[src/rtl/add_arb_pkg.sv]
// Shared constants, helpers and pipeline-stage type for the shared-adder arbiter.
// ADD_ARB_CARRY_EN adds a carry bit to every pipeline stage.
package add_arb_pkg;

   localparam int DEF_NREQ = 4;
   localparam int DEF_W    = 64;
   localparam int DEF_LAT  = 1;

   // ID width; never below 1 so a two-requester build still has an ID bit.
   function automatic int clog2(input int n);
      int r;
      r = 1;
      while ((1 << r) < n) r++;
      return r;
   endfunction

   function automatic int wrap_inc(input int base, input int step, input int n);
      return (base + step) % n;
   endfunction

   localparam int DEF_IDW = clog2(DEF_NREQ);

   typedef struct packed {
      logic               valid;
      logic [DEF_IDW-1:0] id;
      logic [DEF_W-1:0]   sum;
`ifdef ADD_ARB_CARRY_EN
      logic               carry;
`endif
   } add_stage_t;

endpackage

[src/rtl/add_pipe.sv]
// Registered adder with LAT stages carrying valid and requester ID beside the sum.
// ADD_ARB_CARRY_EN widens the add to W+1 bits and exposes out_carry.
module add_pipe
   import add_arb_pkg::*;
#(
   parameter int W   = DEF_W,
   parameter int LAT = DEF_LAT,
   parameter int IDW = DEF_IDW
) (
   input  logic           clk,
   input  logic           reset,
   input  logic           in_valid,
   input  logic [IDW-1:0] in_id,
   input  logic [W-1:0]   in_a,
   input  logic [W-1:0]   in_b,
   output logic           out_valid,
   output logic [IDW-1:0] out_id,
   output logic [W-1:0]   out_sum
`ifdef ADD_ARB_CARRY_EN
   ,output logic          out_carry
`endif
);

   typedef struct packed {
      logic           valid;
      logic [IDW-1:0] id;
      logic [W-1:0]   sum;
`ifdef ADD_ARB_CARRY_EN
      logic           carry;
`endif
   } stage_t;

   stage_t stage_next;

   always_comb begin
      stage_next       = '0;
      stage_next.valid = in_valid;
      stage_next.id    = in_id;
`ifdef ADD_ARB_CARRY_EN
      {stage_next.carry, stage_next.sum} = {1'b0, in_a} + {1'b0, in_b};
`else
      stage_next.sum = in_a + in_b;
`endif
   end

   // Payload only moves with a valid, so the last stage holds its last result.
   for (genvar gi = 0; gi < LAT; gi++) begin : g_stage
      stage_t stage_reg;
      stage_t stage_in;
      if (gi == 0) begin : g_src
         assign stage_in = stage_next;
      end else begin : g_src
         assign stage_in = g_stage[gi-1].stage_reg;
      end

      always_ff @(posedge clk or posedge reset) begin
         if (reset)
            stage_reg <= '0;
         else if (stage_in.valid)
            stage_reg <= stage_in;
         else
            stage_reg.valid <= 1'b0;
      end
   end

   assign out_valid = g_stage[LAT-1].stage_reg.valid;
   assign out_id    = g_stage[LAT-1].stage_reg.id;
   assign out_sum   = g_stage[LAT-1].stage_reg.sum;
`ifdef ADD_ARB_CARRY_EN
   assign out_carry = g_stage[LAT-1].stage_reg.carry;
`endif

endmodule

[src/rtl/add_share_arb.sv]
// Round-robin arbiter sharing one pipelined adder among NREQ requesters.
// Define ADD_ARB_CARRY_EN to add the rsp_carry output.
module add_share_arb
   import add_arb_pkg::*;
#(
   parameter int NREQ = DEF_NREQ,
   parameter int W    = DEF_W,
   parameter int LAT  = DEF_LAT
) (
   input  logic                   clk,
   input  logic                   reset,
   input  logic [NREQ-1:0]        req_valid,
   output logic [NREQ-1:0]        req_ready,
   input  logic [NREQ*W-1:0]      req_a,
   input  logic [NREQ*W-1:0]      req_b,
   output logic                   rsp_valid,
   output logic [clog2(NREQ)-1:0] rsp_id,
   output logic [W-1:0]           rsp_q
`ifdef ADD_ARB_CARRY_EN
   ,output logic                  rsp_carry
`endif
);

   localparam int IDW = clog2(NREQ);

   logic [IDW-1:0] ptr_reg;
   logic [IDW-1:0] ptr_next;
   logic [IDW-1:0] gnt_id;
   logic [IDW-1:0] cand;
   logic           gnt_any;
   logic [W-1:0]   sel_a;
   logic [W-1:0]   sel_b;

   // First valid requester at or after ptr, wrapping.
   always_comb begin
      gnt_any = 1'b0;
      gnt_id  = '0;
      cand    = '0;
      for (int k = 0; k < NREQ; k++) begin
         cand = IDW'(wrap_inc(int'(ptr_reg), k, NREQ));
         if (!gnt_any && req_valid[cand]) begin
            gnt_any = 1'b1;
            gnt_id  = cand;
         end
      end
   end

   for (genvar gi = 0; gi < NREQ; gi++) begin : g_ready
      assign req_ready[gi] = ~reset & gnt_any & (gnt_id == IDW'(gi));
   end

   always_comb begin
      sel_a = '0;
      sel_b = '0;
      for (int k = 0; k < NREQ; k++) begin
         if (gnt_id == IDW'(k)) begin
            sel_a = req_a[k*W +: W];
            sel_b = req_b[k*W +: W];
         end
      end
   end

   assign ptr_next = (gnt_id == IDW'(NREQ - 1)) ? '0 : gnt_id + IDW'(1);

   always_ff @(posedge clk or posedge reset) begin
      if (reset)
         ptr_reg <= '0;
      else if (gnt_any)
         ptr_reg <= ptr_next;
   end

   add_pipe #(
      .W   (W),
      .LAT (LAT),
      .IDW (IDW)
   ) u_pipe (
      .clk       (clk),
      .reset     (reset),
      .in_valid  (gnt_any),
      .in_id     (gnt_id),
      .in_a      (sel_a),
      .in_b      (sel_b),
      .out_valid (rsp_valid),
      .out_id    (rsp_id),
      .out_sum   (rsp_q)
`ifdef ADD_ARB_CARRY_EN
      ,.out_carry (rsp_carry)
`endif
   );

endmodule

[config.mk]
export PLATFORM = sky130hd
export DESIGN_NAME = add_share_arb
export DESIGN_NICKNAME = d
export VERILOG_FILES = /design/src/rtl/add_arb_pkg.sv /design/src/rtl/add_pipe.sv /design/src/rtl/add_share_arb.sv
export SDC_FILE = /design/constraint.sdc
export NUM_CORES = 1
export LEC_CHECK = 0
export CAP_MARGIN = 0
export CORE_AREA = 3 3 229 231
export DETAILED_ROUTE_END_ITERATION = 10
export DIE_AREA = 0 0 232 234
export PLACE_DENSITY = 0.48
export SLEW_MARGIN = 20
export SYNTH_ARGS = -nofsm -noshare
export SYNTH_HDL_FRONTEND = slang
export SYNTH_HIERARCHICAL = 1
export SYNTH_SLANG_ARGS = --single-unit
export TNS_END_PERCENT = 50
[constraint.sdc]
create_clock -name clk -period 5.8 [get_ports clk]
set_input_delay 1.16 -clock clk [delete_from_list [all_inputs] [get_ports clk]]
set_output_delay 1.16 -clock clk [all_outputs]
set_load 0.02 [all_outputs]
==> flow_summary.yaml, run 1 <==
sta:
  clock_skew_ns: 0.00958
  max_freq_ghz: 0.176
  grt_setup_unrepaired: "true"
  slew_headroom_pct: 49.9
  drv_slew: 0
  final_hold_viol_count: 0
  fin_crit_ns: 5.69
  worst_pin_slew_ns: 0.751
  fin_crit_sh_pct: 98.1
  finalSetupViolations: 0
grt:
  antenna_found_initial: 1
  met1_usage_pct: 25.7
  globalRouteMet3Util_pct: 4.47
  grt_pass1_wl_mm: 87.2
  grt_pass1_vias: 14600
  grt_usage_pct: 20.6
  met2_usage_pct: 36.8
  top_usage_layer: "met2"
  grt-ovfl-total: 0
  grt_max_degree: 52
critical_path:
  required_ns: 6.02
  start_kind: "input pin"
  slowest_delay_ns: 0.51
  critPathKind: "input pin to flip-flop"
  crit_path_end_kind: "flip-flop"
  cp_slowest_cell: "clkdlybuf4s50_1"
  cp_common_cell: "buf_4"
  cp_num_buf_inv: 8
  arrival_ns: 5.90
  crit_family: "compound AO/OA/AOI/OAI gates"
  path_cells: "clkdlybuf4s50_1, nor2b_1, a2111oi_1, buf_4, a21oi_2, ha_2, nor2b_4, buf_12, clkbuf_16, a221oi_1, o31ai_1, buf_4, ha_1, a21o_1, a41oi_2, o31ai_4, buf_4, a2111oi_4, buf_4, buf_4, nor3_4, o21a_1, o31a_1"
  crit_fanout: 23
job:
  drv_cap: 0
clock_tree:
  numClockSinks: 69
  ctsHoldBuffers: 0
  cts_buffers: 9
  cts_tree: "built"
  root_buffer: "clkbuf_16"
  path_clk_slew_ns: 0.05
  clkLatencyLatePin_ns: 0.34
  cts-htree-levels: 3
  clk_path_buf_depth: 2
yosys:
  yosysTopAreaCellShare_pct: 16.0
  syn_avg_cell_area_um2: 7.60
  synth_cells: 1419
  synth_warnings: 6
  yosysTopAreaCell: "dfrtp_1"
  async_flop_share_pct: 100
  synth_seq_area_share_pct: 16.0
  syn_area_um2: 10800
  syn_nets: 2005
  synth_flop_cell: "dfrtp_1"
  synthTopCellsByArea: "dfrtp_1 16%, a221oi_1 9.8%, o31ai_1 9.3%, ha_1 7.8%, nor2b_1 7.5%"
  synth_edf_count: 0
  synth-seq-cells: 69
  synth_cell_types: 93
drt:
  vias_per_cell: 5.01
  drc: 0
  num_vias: 14400
  dr.pass1.iters: 5
  routed_wl_mm: 61.4
  ant_nets: 0
  post_drt_wl_per_cell_um: 21.3
  drt_iter0_markers: 653
placed_design:
  gp_congestion: 0.898
  numPortBuffers: 588
  placed_area_um2: 19400
  hpwl_mm: 49.9
cells_and_area:
  nFillCells: 5143
  final_cell_mix: "587 x clkdlybuf4s50_1, 299 x buf_4, 202 x nand2_1"
  finalInstanceArea_um2: 20200
  drive_gt1_share_pct: 21.4
  nets: 2794
  final_util_pct: 40.2
  syn2layout_area_growth_pct: 87.7
  final_common_cell: "clkdlybuf4s50_1"
  n_antenna_cell: 0
  largest_register_ff_count: 64
die:
  die_width_um: 232
  fp.dieH_um: 234
  io-pin-count: 589
  num_rows: 82
  floorplan.die_area_um2: 54300
  start_util_pct: 21.4
  core_um2: 50300
run_status:
  outcome: "completed"
pwr:
  ir_worst_vdd_uv: 274
  power_mw: 16.6
  p_per_area_nw_per_um2: 823
  power_leakage_nw: 8.01
worst_hold_path:
  hp-class: "flip-flop to flip-flop"
[cell type report]
cell class	count	area (um^2)	share of cell area (%)
Timing Repair Buffer	913	8690	42.9
Multi-Input combinational cell	1188	8620	42.6
Sequential cell	69	1730	8.54
Tap cell	672	841	4.16
Clock buffer	11	243	1.20
Inverter	27	103	0.507
Clock inverter	2	12.5	0.0619
[power breakdown]
| group | switching, mW | total [mW] | internal [mW] |
|---|---|---|---|
| registers | 0.151 | 0.987 | 0.836 |
| clock network | 0.232 | 0.526 | 0.294 |
| logic | 7.64 | 15.1 | 7.49 |
| total | 8.02 | 16.6 | 8.62 |
[worst reg2reg max path, delay by kind of cell (launching register included)]
family / cells / cell delay, ns
fa+ha+maj: 2 / 0.52
simple gates: 2 / 0.36
buf+inv: 6 / 1.03
flops: 1 / 0.43
compound gates: 11 / 2.31
[through the flow]
stage / hold slack, ns / TNS [ns] / setup slack (ns) / cells
after floorplan: 0.538 / 0 / 0.547 / 1419
after global placement: 0.473 / -8.32 / -0.548 / 2851
after detailed placement: 0.479 / -9.03 / -0.579 / 2851
after CTS: 0.499 / -0.00670 / -0.00670 / 2864
after global routing: 0.518 / -0.239 / -0.0536 / 2882
final: 0.497 / 0 / 0.113 / 2882
[timing repair]
action | CTS | global route
setup buffers | 1 | 11
resized for setup | 7 | 54
pin swaps | 1 | 26
hold endpoints to repair | 0 | 0
endpoints found under the setup margin | 5 | 43
gates cloned | 0 | 7
[metal layers]
layer / wire (um) / vias up
met5: 13 / -
li1: - / 7004
met2: 30100 / 509
met1: 26300 / 6878
met3: 4070 / 52
met4: 900 / 2
[cells in the mapped netlist (5+ instances only)]
cell / number
a21oi_1: 91
clkbuf_1: 72
inv_1: 26
nor2b_1: 130
o31ai_1: 134
nand2b_1: 6
o21ai_1: 11
a221oi_2: 7
or2_2: 5
o21ai_0: 37
nand2_1: 202
ha_1: 67
xnor2_1: 24
buf_6: 5
xor2_1: 20
o21bai_1: 12
and3_1: 12
a21o_1: 17
mux2_2: 45
buf_1: 6
a221oi_1: 120
nand3_1: 24
o211ai_1: 9
nand4_1: 27
buf_2: 36
a31oi_1: 7
dfrtp_1: 69
a21boi_0: 5
nor2_1: 42
nor3_1: 13
and2_1: 6
o21a_1: 11
buf_4: 12
a211oi_1: 8
nor4_1: 5
[cell families (layout without fill, tap and decap cells)]
group,after synthesis,after routing,share of synthesized area [%]
buffers and inverters,163,953,7.01
AO/OA/AOI/OAI,528,528,36.9
AND/OR/NAND/NOR,497,498,23.3
XOR/XNOR,44,44,3.58
multiplexers,50,50,5.21
flip-flops,69,69,16.0
adder cells (fa/ha/maj),68,68,7.96
[worst paths after layout]
| kind | start | endpoint | slack [ns] | cells past startpoint |
|---|---|---|---|---|
| hold reg to reg | u_pipe/out_sum[61] | u_pipe/out_sum[61] | 0.50 | 2 |
| setup / recovery | req_valid[0] | u_pipe/out_sum[63] | 0.11 | 23 |
| setup reg to reg | ptr_reg[1] | u_pipe/out_sum[63] | 1.03 | 21 |
| min in group asynchronous | reset | ptr_reg[0] | 1.15 | 2 |
| hold / removal | u_pipe/out_sum[61] | u_pipe/out_sum[61] | 0.50 | 2 |
| max in group asynchronous | reset | u_pipe/out_sum[30] | 3.46 | 3 |
(Power assumes the default switching activity.)
==> inputs of run 2 (changes only) <==
- ABC_AREA: unset -> 0
==> results of run 2 <==
No change in the layout: final DEF, timing and power equal those of run 1.
==> inputs of run 3 (changes only) <==
- GPL_ROUTABILITY_DRIVEN: unset -> 0
- GPL_TIMING_DRIVEN: unset -> 0
==> run 3 against run 2 <==
  * Worst setup slack improved by 0.065 ns
  * Hold slack worse by 0.011 ns
  * Clock power grew 30%
  * Largest power group unchanged
  * Non-clock buffer count shrank 182
  * Combinational power fell by 15%
  * Sequential cell count stayed put
  * Clock skew rose by 0.00092 ns
  * Final cell count fell by 6.2%
  * Critical path type unchanged
  * Sequential power is 1% lower
  * Design area is 7.5% lower
  * Total power shrank 13%
==> flow_summary.yaml, run 3 (synthesized netlist as in run 1, its figures left out) <==
run_status:
  outcome: "completed"
job:
  drv_cap: 0
critical_path:
  arrival_ns: 5.85
  path_cells: "clkdlybuf4s15_1, nor2_2, nor2b_1, a21o_1, ha_1, buf_6, nor2b_2, buf_12, clkbuf_4, a221oi_1, o31ai_2, ha_2, a21oi_1, o21a_1, o2bb2ai_1, o31a_1, a2111oi_4, buf_4, nor3_2, o21a_1, o31a_1"
  crit_fanout: 10
  required_ns: 6.03
  rr_startpoint: "ptr_reg[0]"
  cp_num_buf_inv: 5
  slowest_delay_ns: 0.42
  crit_family: "compound AO/OA/AOI/OAI gates"
  start_kind: "input pin"
  cp_slowest_cell: "ha_2"
  crit_path_end_kind: "flip-flop"
  crit_start: "req_valid[1]"
  critPathKind: "input pin to flip-flop"
die:
  num_rows: 82
  die_width_um: 232
  fp.dieH_um: 234
  start_util_pct: 21.4
  io-pin-count: 589
  floorplan.die_area_um2: 54300
  core_um2: 50300
grt:
  grt-ovfl-total: 0
  grt_usage_pct: 22.7
  grt_pass1_vias: 14500
  antenna_found_initial: 2
  grt_max_degree: 37
  grt_pass1_wl_mm: 93.0
clock_tree:
  clk_path_buf_depth: 2
  cts_buffers: 9
  cts-htree-levels: 3
  root_buffer: "clkbuf_16"
  path_clk_slew_ns: 0.07
  clkLatencyLatePin_ns: 0.35
  cts_tree: "built"
  ctsHoldBuffers: 0
  numClockSinks: 69
sta:
  grt_setup_unrepaired: "false"
  final_hold_viol_count: 0
  finalSetupViolations: 0
  fin_ws_ns: 0.177
  fin_hold_ws_ns: 0.486
  slew_headroom_pct: 30.8
  fin_crit_sh_pct: 96.9
  worst_pin_slew_ns: 1.04
  fin_crit_ns: 5.62
  max_freq_ghz: 0.178
  drv_slew: 0
  clock_skew_ns: 0.0105
pwr:
  ir_worst_vdd_uv: 239
  power_leakage_nw: 7.02
  p_per_area_nw_per_um2: 773
placed_design:
  dp_cells: 2680
  place_ws_ns: -1.83
  hpwl_mm: 54.0
  numPortBuffers: 588
drt:
  routed_wl_mm: 64.9
  drc: 0
  vias_per_cell: 5.17
  ant_nets: 0
  drt_iter0_markers: 733
  dr.pass1.iters: 5
  num_vias: 14000
  post_drt_wl_per_cell_um: 24.0
cells_and_area:
  syn2layout_area_growth_pct: 73.6
  nets: 2611
  drive_gt1_share_pct: 15.1
  fin_cells: 2703
  largest_register_ff_count: 64
  final_cell_mix: "584 x clkdlybuf4s50_1, 201 x nand2_1, 129 x nor2b_1"
  final_common_cell: "clkdlybuf4s50_1"
worst_hold_path:
  hold_path_startpoint: "u_pipe/out_sum[6]"
  hp-class: "flip-flop to flip-flop"
==> run 3: final timing paths <==
kind,to,slack [ns],cells after the start
setup / recovery,u_pipe/out_sum[63],0.18,21
hold / removal,u_pipe/out_sum[6],0.49,2
setup reg to reg,u_pipe/out_sum[63],0.93,20
hold reg to reg,u_pipe/out_sum[6],0.49,2
max in group asynchronous,u_pipe/out_sum[28],3.95,3
min in group asynchronous,ptr_reg[0],1.09,2
==> run 3: routing by layer <==
metal / wire length [um] / GRT usage (%)
met5: 0 / 0
met4: 1500 / 6.20
met1: 27200 / 28.0
met3: 4220 / 4.81
met2: 31900 / 40.1
==> run 3: cell type report <==
class / count / area, um^2
Clock buffer: 10 / 239
Fill cell: 5294 / 31600
Tap cell: 672 / 841
Clock inverter: 6 / 110
Multi-Input combinational cell: 1187 / 8890
Inverter: 27 / 104
Sequential cell: 69 / 1730
Timing Repair Buffer: 601 / 6020
Buffer: 130 / 783
Antenna cell: 1 / 2.50
==> run 3: where the power goes <==
| part | internal (mW) | total [mW] | leakage [nW] | switching [mW] |
|---|---|---|---|---|
| clock | 0.432 | 0.682 | 0.165 | 0.250 |
| combinational | 5.32 | 12.8 | 6.04 | 7.48 |
| sequential | 0.836 | 0.977 | 0.809 | 0.142 |
==> run 3: through the flow <==
stage                     util (%)  TNS, ns  total power, mW  cell area (um^2)
after detailed placement      34.9   -73.94             12.9             17500
final                         37.2        0             14.5             18700
after floorplan                  -        0             9.09             10800
after CTS                     36.6        0             14.2             18400
after global placement        34.8   -91.16             12.8             17500
after global routing          37.2        0             15.8             18700
==> run 3: repair_timing <==
item	in CTS	in global routing
pin swaps	15	20
gates resized for setup	125	77
setup endpoints to repair	59	38
setup buffers	5	7
==> run 3: worst register-to-register path, delay by kind of cell, from the launching register on <==
kind            cells  cell delay [ns]
compound gates     11             2.53
buf+inv             5             0.93
fa+ha+maj           2             0.63
flops               1             0.42
simple gates        2             0.23
